File: config.mk
export PLATFORM = sky130hd
export DESIGN_NAME = detector_comida
export DESIGN_NICKNAME = d
export VERILOG_FILES = /design/src/rtl/detector_comida_pkg.sv /design/src/rtl/detector_comida_contador_bcd.sv /design/src/rtl/detector_comida.sv
export SDC_FILE = /design/constraint.sdc
export NUM_CORES = 1
export LEC_CHECK = 0
export ABC_AREA = 1
export CORE_MARGIN = 5
export CORE_UTILIZATION = 54
export DETAILED_ROUTE_END_ITERATION = 10
export GPL_TIMING_DRIVEN = 1
export PLACE_DENSITY_LB_ADDON = 0.08
export SYNTH_ARGS = -nofsm -noshare
export SYNTH_HDL_FRONTEND = slang
export SYNTH_SLANG_ARGS = --single-unit
export TNS_END_PERCENT = 20
File: constraint.sdc
create_clock -name clk -period 3.1 [get_ports clk]
set_input_delay 0.93 -clock clk [delete_from_list [all_inputs] [get_ports clk]]
set_output_delay 0.93 -clock clk [all_outputs]
set_load 0.02 [all_outputs]
File: src/rtl/detector_comida_pkg.sv
// Shared types and constants for the snake-game eat detector.
// The optional BCD score is enabled with the DETECTOR_SCORE_EN macro.
package detector_comida_pkg;

   localparam int PIX_W    = 11;
   localparam int DIFF_W   = PIX_W + 1;
   localparam int BCD_W    = 4;
   localparam int SCREEN_W = 800;
   localparam int SCREEN_H = 600;

   typedef enum logic [1:0] {
      ST_IDLE      = 2'd0,
      ST_HIT       = 2'd1,
      ST_WAIT_MOVE = 2'd2,
      ST_COOLDOWN  = 2'd3
   } state_t;

   // Signed difference is 12 bits wide, so no wrap handling is needed at screen edges
   function automatic logic [DIFF_W-1:0] abs_diff(input logic [PIX_W-1:0] a,
                                                  input logic [PIX_W-1:0] b);
      logic [DIFF_W-1:0] d;
      d = {1'b0, a} - {1'b0, b};
      if (d[DIFF_W-1]) begin
         abs_diff = ~d + DIFF_W'(1);
      end else begin
         abs_diff = d;
      end
   endfunction

endpackage

File: src/rtl/detector_comida_contador_bcd.sv
// Three-digit BCD event counter that saturates at 999.
module contador_bcd
   import detector_comida_pkg::*;
(
   input  logic                 clk,
   input  logic                 rst,
   input  logic                 inc,
   output logic [3*BCD_W-1:0]   count
);

   logic [3*BCD_W-1:0] count_q;
   logic [3*BCD_W-1:0] count_d;
   logic [BCD_W-1:0]   units_s;
   logic [BCD_W-1:0]   tens_s;
   logic [BCD_W-1:0]   hund_s;

   assign units_s = count_q[BCD_W-1:0];
   assign tens_s  = count_q[2*BCD_W-1:BCD_W];
   assign hund_s  = count_q[3*BCD_W-1:2*BCD_W];

   always_comb begin
      count_d = count_q;
      if (inc && (count_q != 12'h999)) begin
         if (units_s != 4'd9) begin
            count_d = {hund_s, tens_s, units_s + 4'd1};
         end else if (tens_s != 4'd9) begin
            count_d = {hund_s, tens_s + 4'd1, 4'd0};
         end else begin
            count_d = {hund_s + 4'd1, 4'd0, 4'd0};
         end
      end else begin
         count_d = count_q;
      end
   end

   always_ff @(posedge clk) begin
      if (rst) begin
         count_q <= 12'h000;
      end else begin
         count_q <= count_d;
      end
   end

   assign count = count_q;

endmodule

File: src/rtl/detector_comida.sv
// Eat detector: flags head/fruit overlap on each snake step, holds comer until the fruit moves.
// Define DETECTOR_SCORE_EN to include the BCD score counter; otherwise score reads 000.
module detector_comida
   import detector_comida_pkg::*;
#(
   parameter int FRUIT_BOX_WIDTH = 10,
   parameter int TIMEOUT_CYCLES  = 16
)(
   input  logic             clk,
   input  logic             rst,
   input  logic             head_step,
   input  logic [PIX_W-1:0] headX,
   input  logic [PIX_W-1:0] headY,
   input  logic [PIX_W-1:0] fruitPositionX,
   input  logic [PIX_W-1:0] fruitPositionY,
   output logic             comer,
   output logic             grow,
   output logic [11:0]      score
);

   localparam int CNT_W = $clog2(TIMEOUT_CYCLES + 1);

   state_t             state_q, state_d;
   logic               hit_q, hit_d;
   logic               step_q, step_d;
   logic [CNT_W-1:0]   cnt_q, cnt_d;
   logic [PIX_W-1:0]   fx_l_q, fx_l_d;
   logic [PIX_W-1:0]   fy_l_q, fy_l_d;
   logic               comer_q, comer_d;
   logic               grow_q, grow_d;
   logic               fruit_moved_s;

   always_comb begin
      step_d = head_step;
      hit_d  = hit_q;
      if (head_step) begin
         hit_d = (abs_diff(headX, fruitPositionX) < DIFF_W'(FRUIT_BOX_WIDTH)) &&
                 (abs_diff(headY, fruitPositionY) < DIFF_W'(FRUIT_BOX_WIDTH));
      end else begin
         hit_d = hit_q;
      end
   end

   assign fruit_moved_s = (fruitPositionX != fx_l_q) || (fruitPositionY != fy_l_q);

   always_comb begin
      state_d = state_q;
      comer_d = 1'b0;
      grow_d  = 1'b0;
      cnt_d   = cnt_q;
      fx_l_d  = fx_l_q;
      fy_l_d  = fy_l_q;
      case (state_q)
         ST_IDLE: begin
            if (step_q && hit_q) begin
               state_d = ST_HIT;
               comer_d = 1'b1;
               grow_d  = 1'b1;
               fx_l_d  = fruitPositionX;
               fy_l_d  = fruitPositionY;
            end else begin
               state_d = ST_IDLE;
            end
         end
         ST_HIT: begin
            comer_d = 1'b1;
            cnt_d   = '0;
            state_d = ST_WAIT_MOVE;
         end
         ST_WAIT_MOVE: begin
            if (fruit_moved_s) begin
               state_d = ST_COOLDOWN;
            end else if (cnt_q == CNT_W'(TIMEOUT_CYCLES - 1)) begin
               state_d = ST_COOLDOWN;
            end else begin
               comer_d = 1'b1;
               cnt_d   = cnt_q + CNT_W'(1);
            end
         end
         ST_COOLDOWN: begin
            // Leave only once the head has stepped off whatever fruit is now present
            if (step_q && !hit_q) begin
               state_d = ST_IDLE;
            end else begin
               state_d = ST_COOLDOWN;
            end
         end
         default: begin
            state_d = ST_IDLE;
         end
      endcase
   end

   always_ff @(posedge clk) begin
      if (rst) begin
         state_q <= ST_IDLE;
         hit_q   <= 1'b0;
         step_q  <= 1'b0;
         cnt_q   <= '0;
         fx_l_q  <= '0;
         fy_l_q  <= '0;
         comer_q <= 1'b0;
         grow_q  <= 1'b0;
      end else begin
         state_q <= state_d;
         hit_q   <= hit_d;
         step_q  <= step_d;
         cnt_q   <= cnt_d;
         fx_l_q  <= fx_l_d;
         fy_l_q  <= fy_l_d;
         comer_q <= comer_d;
         grow_q  <= grow_d;
      end
   end

   assign comer = comer_q;
   assign grow  = grow_q;

`ifdef DETECTOR_SCORE_EN
   contador_bcd u_score (
      .clk   (clk),
      .rst   (rst),
      .inc   (grow_d),
      .count (score)
   );
`else
   assign score = 12'h000;
`endif

endmodule

[After elaboration in Yosys (flattened, before gate mapping)]
Index checks and enable logic that the tools add are counted.
Cells by class
  add/sub/neg operators: 5
  muxes and demuxes: 16
  order comparisons: 2
  bitwise logic cells: 3
  equal/unequal tests: 9
  reduce and logical (&&, ||, !) cells: 10
Operators with widths (count)
  12-bit two-way mux: 4
  12-bit by 1-bit adder with 12-bit output (second input constant): 2
  12-bit by 4-bit less-than comparator with 1-bit output (second input constant): 2
  12-bit inverter: 2
  11-bit by 11-bit subtractor with 12-bit output: 2
  11-bit inequality test: 2
  5-bit two-way mux: 2
  5-bit case mux with 2 select lines: 1
  2-bit case mux with 4 select lines: 1
  2-bit two-way mux: 3
  5-bit by 1-bit adder with 5-bit output (second input constant): 1
  5-bit by 4-bit == test with 1-bit output (second input constant): 1
  2-bit == test (second input constant): 2
  1-bit two-way mux: 4
  2-bit inequality test (second input constant): 2
  1-bit logical AND: 3
  3-bit inequality test (second input constant): 1
  1-bit case mux with 3 select lines: 1
  3-bit AND reduction: 1
  2-bit by 1-bit == test with 1-bit output (second input constant): 1
  2-bit zero test: 1
  2-bit AND reduction: 1
  2-bit nonzero test: 1
  2-bit OR reduction: 1
  other kinds (3): 3
Word-level totals
  word-level logic and storage cells: 53
  flip-flop bits (word level): 33
  output and inout port bits: 14

[Logic depth before layout (Yosys ltp)]
Gate-level depths: netlist of the first run.
  depth in word-level cells: 7
  gate-level depth with buffers: 21
  mapped depth without buffers: 21

[Worst setup path after synthesis of the first run]
No wires, ideal clock.
  path kind: input-to-reg
  from: in headX[0]
  to: reg hit_q
  required time: 3.030 ns
  cell stages on the path: 20
  arrival: 2.740 ns
  slack: 0.289 ns
  cell sequence: inv_1 ha_1 inv_1 fa_1 or2_1 nand2_2 nand2_2 nor2_4 nand3_2 inv_1 nand2_1 nand2_1 nand2_1 nand2_1 nand2_1 inv_1 nand2_1 nor2_1 nand3_1 a21oi_1
On the way
  word-level cells in the longest chain between the ends: 7
Ends and longest elaborated chain
  start, declared: line detector_comida.sv:12  | input logic [PIX_W-1:0] headX,
  11-bit by 11-bit subtractor with 12-bit output (*): line detector_comida_pkg.sv:22  | d = {1'b0, a} - {1'b0, b};
  12-bit inverter: line detector_comida_pkg.sv:24  | abs_diff = ~d + DIFF_W'(1);
  12-bit by 1-bit adder with 12-bit output: line detector_comida_pkg.sv:24
  12-bit two-way mux (*): line detector_comida_pkg.sv:23  | if (d[DIFF_W-1]) begin
  12-bit two-way mux (*): line detector_comida.sv:36  | if (head_step) begin
  12-bit by 4-bit less-than comparator with 1-bit output (*): line detector_comida.sv:37  | hit_d = (abs_diff(headX, fruitPositionX) < DIFF_W'(FRUIT_BOX_WIDTH)) &&
  1-bit logical AND (*): line detector_comida.sv:37
  end signal, assigned: line detector_comida.sv:106  | hit_q <= hit_d;
  end, declared: line detector_comida.sv:24  | logic hit_q, hit_d;
Mark *: on every way between the ends. The rest lies on a longest branch, timed or not. The select of a mux whose other input is x is not followed.
A chain may end at the register's enable or synchronous reset.

[Worst setup path in the final report of the first run]
  from: in fruitPositionX[6]
  to: reg hit_q
On the way
  word-level cells in the longest chain between the ends: 7
Ends and longest elaborated chain
  start, declared: line detector_comida.sv:14  | input logic [PIX_W-1:0] fruitPositionX,
  11-bit by 11-bit subtractor with 12-bit output (*): line detector_comida_pkg.sv:22
  12-bit inverter: line detector_comida_pkg.sv:24
  12-bit by 1-bit adder with 12-bit output: line detector_comida_pkg.sv:24
  12-bit two-way mux (*): line detector_comida_pkg.sv:23
  12-bit two-way mux (*): line detector_comida.sv:36
  12-bit by 4-bit less-than comparator with 1-bit output (*): line detector_comida.sv:37
  1-bit logical AND (*): line detector_comida.sv:37
Marks and branches as above.

==> results by group, run 1 <==
Placed design
  • Post-DP HPWL: 7890 um
  • Pre-CTS WS: -387 ps
  • Gpl congestion: 0.951
  • Port buffer count: 48
  • Placed insts: 755

Floorplanning
  • Starting Density: 56.2%
  • FP Rows: 28
  • Ports: 61
  • Area of the die: 0.00796 mm2
  • Core Area: 0.00603 mm2
  • Die H: 89.2 um
  • Die Span X: 89.2 um

Synthesis
  • YS warnings: 0
  • Area leader, netlist: dfxtp_1
  • Register area share after synthesis: 19.5%
  • Register bit total from synthesis: 33
  • Synth area leaders: dfxtp_1, nand2_1, inv_1, ha_1, nand3_1
  • Post-Syn Instances: 559
  • Post-synth top area share: 19.5%
  • Syn Area/Cell: 6.06 um2
  • Netlist Area Pre-Place: 0.00339 mm2
  • Distinct cells, synth: 36

Power and ir drop
  • Total Power: 1.59 mW
  • P_sw: 0.552 mW
  • Clock share of power: 26.8%
  • Internal: 1.04 mW
  • Worst IR drop on VDD: 232 uV
  • Register share of total power: 26.7%
  • Leakage power: 2.52 nW
  • Combinational share of power: 46.6%
  • PD cells: 326 mW/mm2
  • Switching Fraction: 34.7%

Route
  • Routed WL per cell: 13.7 um
  • Via count: 3996
  • # DRC: 0
  • Post-DRT Antenna Nets: 0
  • Final wirelength: 10500 um
  • Pre-Repair DR Iteration Count: 5
  • Initial DRC Count: 192
  • Vias per cell: 5.22

Timing
  • Tmin final: 2980 ps
  • Final Hold Fails: 0
  • Final Max Tran Viols: 0
  • Slew margin rel.: 28.3%
  • Hold_ws: 502 ps
  • Final period util: 96.0%
  • Clock skew: 6.91 ps
  • Pin slew with the least headroom to its limit: 1070 ps
  • Final setup vio count: 0
  • FMAX: 336 MHz
  • Final WS setup: 125 ps

Flow run
  • Maxcap violations: 0

Final layout
  • ANT cells: 0
  • Layout cell share with drive strength beyond 1: 23.0%
  • Fillers: 406
  • Commonest cells after routing, fill and taps aside: nand2_1, inv_1, buf_4
  • Synthesis-to-layout area growth: 44.4%
  • Util after Layout: 81.2%
  • Most common cell after layout, fill and taps aside: nand2_1
  • Fin nets: 765
  • Layout Cells excl Fill: 766

Clocking
  • Max H-tree Level: 2
  • Cts hold-fix bufs: 0
  • CTS clock-pin slew for the worst setup and hold paths: 70 ps
  • Clk root buf: clkbuf_8
  • TritonCTS clock tree: yes
  • Num CTS Buffers: 5
  • Clk_lat worst skew: 290 ps
  • Clock Sinks: 33
  • Max Root-Sink Buffers: 2

Setup path
  • CP endpoint: hit_q
  • Reg2Reg Setup Slack: 890 ps
  • Worst r2r dst: cnt_q[3]
  • Endpoint type of the worst setup path: register
  • Worst-path maximum fanout: 4
  • Crit path DAT: 3200 ps
  • Crit path from: fruitPositionX[6]
  • CP Data Required Time: 3320 ps
  • CP startpoint kind: primary input
  • Setup CP Type: in -> reg
  • Reg2Reg Depth: 15
  • Worst r2r src: cnt_q[1]

Global routing
  • Largest net degree at the start of global routing: 44
  • Number of global-route vias before repair: 3727
  • Overall Global Routing Usage: 24.6%
  • Initial antenna violation count: 0
  • Total grt overflow: 0
  • First-pass GRT wire length: 15800 um

Min path
  • Worst Hold Class: reg -> reg
  • Hold Path Stages: 2

Outcome
  • Status: finished, final reports clean
## cells in the mapped netlist, drive strengths merged
library cell and count:
nand2 147, inv 100, nand3 47, nor2 43
a21oi 41, o21ai 35, dfxtp 33, ha 26
nand4 13, buf 12, xnor2 11, nor3 8
xor2 8, clkbuf 7, or2 7, nand3b 5
o21bai 4, nor4 3, fa 2, o21a 2
a211oi 1, a21boi 1, a31oi 1, conb 1
o22ai 1
## per-layer routing
metal	track usage, %	part of all wire [%]
met4	5.68	1.8
met1	32.6	43
met5	0	0
met3	1.47	5.3
met2	43.7	49
## registers in the layout, summed over array words and instances (netlist names)
register,flops
fx_l_q,11
comer,1
fy_l_q,11
cnt_q,5
hit_q,1
grow,1
state_q,2
step_q,1
## power by group through the flow
stage	registers (mW)	logic [mW]	clock network, mW
after floorplan	0.434	0.396	0
after CTS	0.425	0.672	0.429
after detailed placement	0.434	0.659	0
after global placement	0.434	0.645	0
after global routing	0.425	0.818	0.453
final	0.425	0.742	0.426
## through the flow
stage                     setup TNS [ps]  cell area, um2
final                                  0            4890
after global routing               -66.8            4890
after CTS                              0            4630
after detailed placement            -387            4500
after global placement              -319            4500
after floorplan                        0            3430
## area by class of cell
type / count / area, um2 / share of cell area (%)
Clock buffer: 7 / 86.3 / 1.77
Clock inverter: 1 / 30.0 / 0.614
Inverter: 100 / 375 / 7.67
Multi-Input combinational cell: 418 / 2520 / 51.5
Sequential cell: 33 / 661 / 13.5
Tap cell: 75 / 93.8 / 1.92
Timing Repair Buffer: 132 / 1120 / 23.0
## worst min path at each step
stage | from | end | slack [ps]
finish | fy_l_q[0] | fy_l_q[0] | 500
global placement | fy_l_q[0] | fy_l_q[0] | 490
detailed placement | fy_l_q[0] | fy_l_q[0] | 490
floorplan | hit_q | hit_q | 450
CTS | fy_l_q[0] | fy_l_q[0] | 500
global route | fy_l_q[0] | fy_l_q[0] | 540
## what timing repair did
item                                    CTS  global route
endpoints found under the setup margin    1             1
setup buffers                             0             3
endpoints found under the hold margin     0             0
pin swaps                                14            15
gates resized for setup                  14            40
## cell families after synthesis
family          count (synthesis)  share of synthesized area, %
xor+xnor                       19                          4.91
compound gates                 86                          13.7
fa+ha+maj                      28                          10.8
flops                          33                          19.5
simple gates                  273                          36.4
buf+inv                       119                          14.5
other cells                     1                         0.111
## worst max-delay path: stages
cell             delay [ps]
clkdlybuf4s50_1         500
inv_1                   110
ha_4                    310
inv_1                    50
nor3_1                  160
buf_4                   140
nand3_1                 130
nand3_1                 140
nand2_1                  60
nand2_1                  60
nand2_1                  50
nand2_1                  70
nand2_1                  70
nor2_1                   80
nand2_1                  50
nor2_1                   80
nand3_1                  70
a21oi_1                 120
(Power assumes the default switching activity.)
==> inputs of run 2 (changes only) <==
--- a/config.mk
+++ b/config.mk
@@ -10,6 +10,7 @@
 export CORE_UTILIZATION = 54
 export DETAILED_ROUTE_END_ITERATION = 10
 export GPL_TIMING_DRIVEN = 1
+export HOLD_SLACK_MARGIN = 0.1
 export PLACE_DENSITY_LB_ADDON = 0.08
 export SYNTH_ARGS = -nofsm -noshare
 export SYNTH_HDL_FRONTEND = slang
==> results of run 2 <==
No change in the layout: final DEF, timing and power equal those of run 1.
==> edit 1, RTL diff (config.mk and constraints of run 2) <==
Build with the macro `DETECTOR_SCORE_EN` defined.
--- a/src/rtl/detector_comida.sv
+++ b/src/rtl/detector_comida.sv
@@ -1,5 +1,7 @@
 // Eat detector: flags head/fruit overlap on each snake step, holds comer until the fruit moves.
 // Define DETECTOR_SCORE_EN to include the BCD score counter; otherwise score reads 000.
+`define DETECTOR_SCORE_EN
+
 module detector_comida
    import detector_comida_pkg::*;
 #(
Formal check against the unedited RTL: not equivalent (a bounded check fails within 4 cycles, from zero or initial values and one cycle with rst high).
==> edit 1 against run 2 <==
- sequential cell count rose by 12
- routed wire length rose by 3.5%
- design area rose by 14%
- setup slack got worse by 74 ps
- die area rose by 15%
- global-route usage fell by 1.6 points
- combinational power rose by 3.2%
- sequential power rose by 36%
- total power rose by 8.0%
- count of clock-buffer cells in the layout fell by 2
- area after synthesis rose by 17%
- maximum frequency fell by 2.4%
- sequential share of layout area rose by 2.7 points
- largest cell class unchanged
==> edit 1: results (changes against run 2) <==
[power]
ir_worst_vdd_mv=0.241  ; +4.0%
leakagePower_nw=2.80  ; +11%

[yosys]
synthAdderAreaFrac=0.0989  ; -0.00897
synthTopCellsByArea=dfxtp_1 (23%), nand2_1 (16%), inv_1 (11%)
netlist_instances=651  ; +16%
ys_types=38  ; +5.6%
synth_compound_area_frac=0.126  ; -0.0109
yosysSeqAreaShare=0.228  ; +0.0332
synthTopCellsByCount=nand2_1 (168), inv_1 (112), nand3_1 (61), nor2_1 (48), a21oi_1 (46)
synth_xor_area_frac=0.0532  ; +0.00412
synth_top_family_by_area=simple AND/OR/NAND/NOR gates

[cts]
cts_root_buf=clkbuf_8
path_clk_slew_ps=90  ; +20 ps

[detailed_routing]
finalWirelength_mm=10.9  ; +3.5%
vias_per_cell=5.03  ; -3.6%
drt_iter0_drc=156  ; -19%

[cells_and_area]
fin_cells=888  ; +16%
n_antenna_cell=0  ; unchanged
fillCellCount=561  ; +38%
layout-drive-gt1-share=0.210  ; -0.0197
nets=865  ; +13%

[global_routing]
grt_pass1_vias=4239  ; +14%
grtUsageMet2=0.450  ; +0.0129
track_usage=0.230  ; -0.0160
grt_util_met3=0.0331  ; +0.0184
grt_first_pass_wirelength_mm=17.2  ; +8.6%
grt_util_met1=0.264  ; -0.0627

[hold_path]
hp-class=reg -> reg

[timing]
fin_worst_skew_ps=10.1  ; +3.16 ps

[place]
place.gp.congestion=0.902  ; -5.1%
portBuffers=60  ; +25%
dp_hpwl_mm=8.53  ; +8.1%

[run_status]
status=completed

[setup_path]
worstPathArrival_ps=3290  ; +90 ps
path_max_fanout=6  ; +2

==> edit 1: what timing repair did <==
item,in CTS,in global routing
endpoints found under the setup margin,1,1
pin swaps,19,18
gates resized for setup,17,48
setup buffers,4,5
==> edit 1: cells by family after synthesis <==
logic type | count (synthesis)
and+or+nand+nor | 329
buffers and inverters | 130
AOI/OAI and AO/OA | 93
DFF | 45
adders and majority gates | 30
xor gates and xnor gates | 24
==> edit 1: cell type report <==
cell class	count	area [um^2]	share of cell area
multi-input cells	476	2780	0.499
repair buffers	140	1210	0.217
flip-flops and latches	45	901	0.162
inverters	120	458	0.0824
well taps	99	124	0.0223
clock buffers	5	68.8	0.0124
clock inverters	3	25.0	0.00450
==> edit 1: per-stage QoR <==
step	instance area [um^2]	setup WS (ps)	hold WS, ps
2_1_floorplan	3950	194	444
3_3_place_gp	5160	-320	456
3_5_place_dp	5160	-452	476
4_1_cts	5330	2.84	489
5_1_grt	5560	-102	517
6_report	5560	50.4	485
==> edit 1: layer usage <==
metal,wire [um],share of wire,up-vias
met2,5520,0.51,104
met4,159,0.015,0
met1,4790,0.44,1996
met5,0,0,-
met3,398,0.037,15
li1,-,-,2351
==> edit 1: worst paths after layout <==
check,from,endpoint,slack [ps],cells past startpoint
worst max-delay path,fruitPositionY[5],hit_q,50,16
worst min register to register,cnt_q[3],cnt_q[3],490,2
worst min-delay path,cnt_q[3],cnt_q[3],490,2
worst max register to register,cnt_q[0],cnt_q[0],970,12
==> edit 1: power groups by stage <==
stage | clock network [mW] | registers (mW) | logic [mW]
floorplan | 0 | 0.592 | 0.402
global placement | 0 | 0.592 | 0.643
detailed placement | 0 | 0.592 | 0.660
CTS | 0.384 | 0.579 | 0.682
global route | 0.407 | 0.579 | 0.846
finish | 0.376 | 0.579 | 0.766
==> edit 2, RTL diff (config.mk and constraints of run 2) <==
Without the edit above. Reset style: asynchronous (`rst`), changed in one clocked block.
--- a/src/rtl/detector_comida.sv
+++ b/src/rtl/detector_comida.sv
@@ -91,7 +91,7 @@
       endcase
    end
 
-   always_ff @(posedge clk) begin
+   always_ff @(posedge clk or posedge rst) begin
       if (rst) begin
          state_q <= ST_IDLE;
          hit_q   <= 1'b0;
Check against the original RTL: differs if rst is asserted again (counterexample within 4 cycles, from zero or initial values and one cycle with rst high); with rst held inactive, the same outputs for 10 cycles.
==> edit 2 against run 2 <==
- setup slack better by 14 ps
- total power down 0.28%
- critical path depth down 1
- synthesized cell count up 5.0%
- routed wire length down 7.4%
- count of clock-buffer cells in the layout down 1
- sequential power up 9.2%
- sequential cell count unchanged
- combinational power up 8.9%
- non-clock buffer count down 17
- hold slack better by 6.4 ps
- area after synthesis up 6.8%
- design area down 0.56%
- critical path type unchanged
==> edit 2: results (changes against run 2) <==
[run_status]
status=completed

[power]
p_comb_frac=0.509  ; +0.043
p_seq_uw=464  ; +9.2%
switching_share=0.394  ; +0.0474
leakagePower_nw=2.73  ; +8.3%
ir_worst_vdd_mv=0.151  ; -35%

[global_routing]
grt_pass1_vias=3711  ; -0.43%
grt_first_pass_wirelength_mm=16.1  ; +2.1%
grt_max_degree=45  ; +2.3%

[setup_path]
reg2reg_setup_slack_ps=1070  ; +180 ps
reg2reg_to=cnt_q[1]
r2r_start=cnt_q[0]
startpoint=fruitPositionY[1]
reg2regPathDepth=12  ; -3
worstPathArrival_ps=3190  ; about the same
cp-endpoint=hit_q
path_max_fanout=3  ; -1

[detailed_routing]
num_vias=3941  ; -1.4%
post_drt_wl_per_cell_um=12.4  ; -9.3%
vias_per_cell=5.04  ; -3.4%

[cells_and_area]
layout-drive-gt1-share=0.214  ; -0.0159
fillCellCount=507  ; +25%
top_regs=fx_l_q (11), fy_l_q (11), cnt_q (5)
register_area_um2=826  ; +25%

[yosys]
synth_mux_area_frac=0.00277  ; +0.00277
netlist_instances=587  ; +5.0%
synthTopCellsByArea=dfrtp_1 (23%), nand2_1 (20%), inv_1 (10%)
synth_compound_area_frac=0.0778  ; -0.0595
yosysSeqAreaShare=0.228  ; +0.0333
async_reset_ff_frac=1.00  ; +1.00

[cts]
clk_latency_ps=290  ; about the same

[timing]
fin_worst_skew_ps=4.69  ; -2.22 ps
timing.final.crit_share=0.955  ; -0.00460

[place]
dp_cells=766  ; +1.5%
dp_hpwl_mm=7.65  ; -3.0%
place.gp.congestion=0.865  ; -9.0%

==> edit 2: changes by cell type after synthesis, sizes merged, moves of 4 or more <==
cell | before | now
nor3 | 8 | 4
nand2 | 147 | 208
a21oi | 41 | 15
dfxtp | 33 | 0
inv | 100 | 109
nor2 | 43 | 35
nand3 | 47 | 54
dfrtp | 0 | 33
==> edit 2: layout make-up <==
type	count	area share
clock buffer	6	0.0149
inverter	109	0.0852
clock inverter	2	0.00206
sequential	33	0.170
multi-input combinational	440	0.506
timing repair buffer	115	0.203
tap	77	0.0198
==> edit 2: worst min-delay path by stage <==
stage	start	slack, ps	end	cells after the start
CTS	fy_l_q[0]	510	fy_l_q[0]	2
global route	fy_l_q[0]	540	fy_l_q[0]	2
finish	fy_l_q[0]	510	fy_l_q[0]	2
global placement	fx_l_q[7]	480	fx_l_q[7]	2
detailed placement	fy_l_q[0]	490	fy_l_q[0]	2
floorplan	hit_q	470	hit_q	2
==> edit 2: critical path: stages <==
cell and delay, ps:
clkdlybuf4s50_1 500, inv_2 70, fa_2 450, inv_2 70
ha_2 180, nand2_2 60, inv_2 50, nand3_2 90
nor2_2 110, nand2_2 80, nor2_2 130, nand3_2 90
nand3_1 90, nand2_1 50, nor2_1 80, nand4_1 90
nand2_1 60
==> edit 2: per-layer routing <==
| layer | vias to the layer above | share of wire | global-route usage |
|---|---|---|---|
| met5 | - | 0 | 0 |
| met4 | 0 | 0.0093 | 0.0520 |
| met3 | 8 | 0.046 | 0.0196 |
| met2 | 81 | 0.48 | 0.386 |
| met1 | 1795 | 0.46 | 0.313 |
| li1 | 2057 | - | - |
==> edit 2: repair_timing <==
action / CTS / global route
endpoints found under the hold margin: 0 / 0
setup buffers: 4 / 3
cloned: 0 / 1
pin swaps: 9 / 22
setup endpoints to repair: 1 / 1
gates resized for setup: 8 / 43
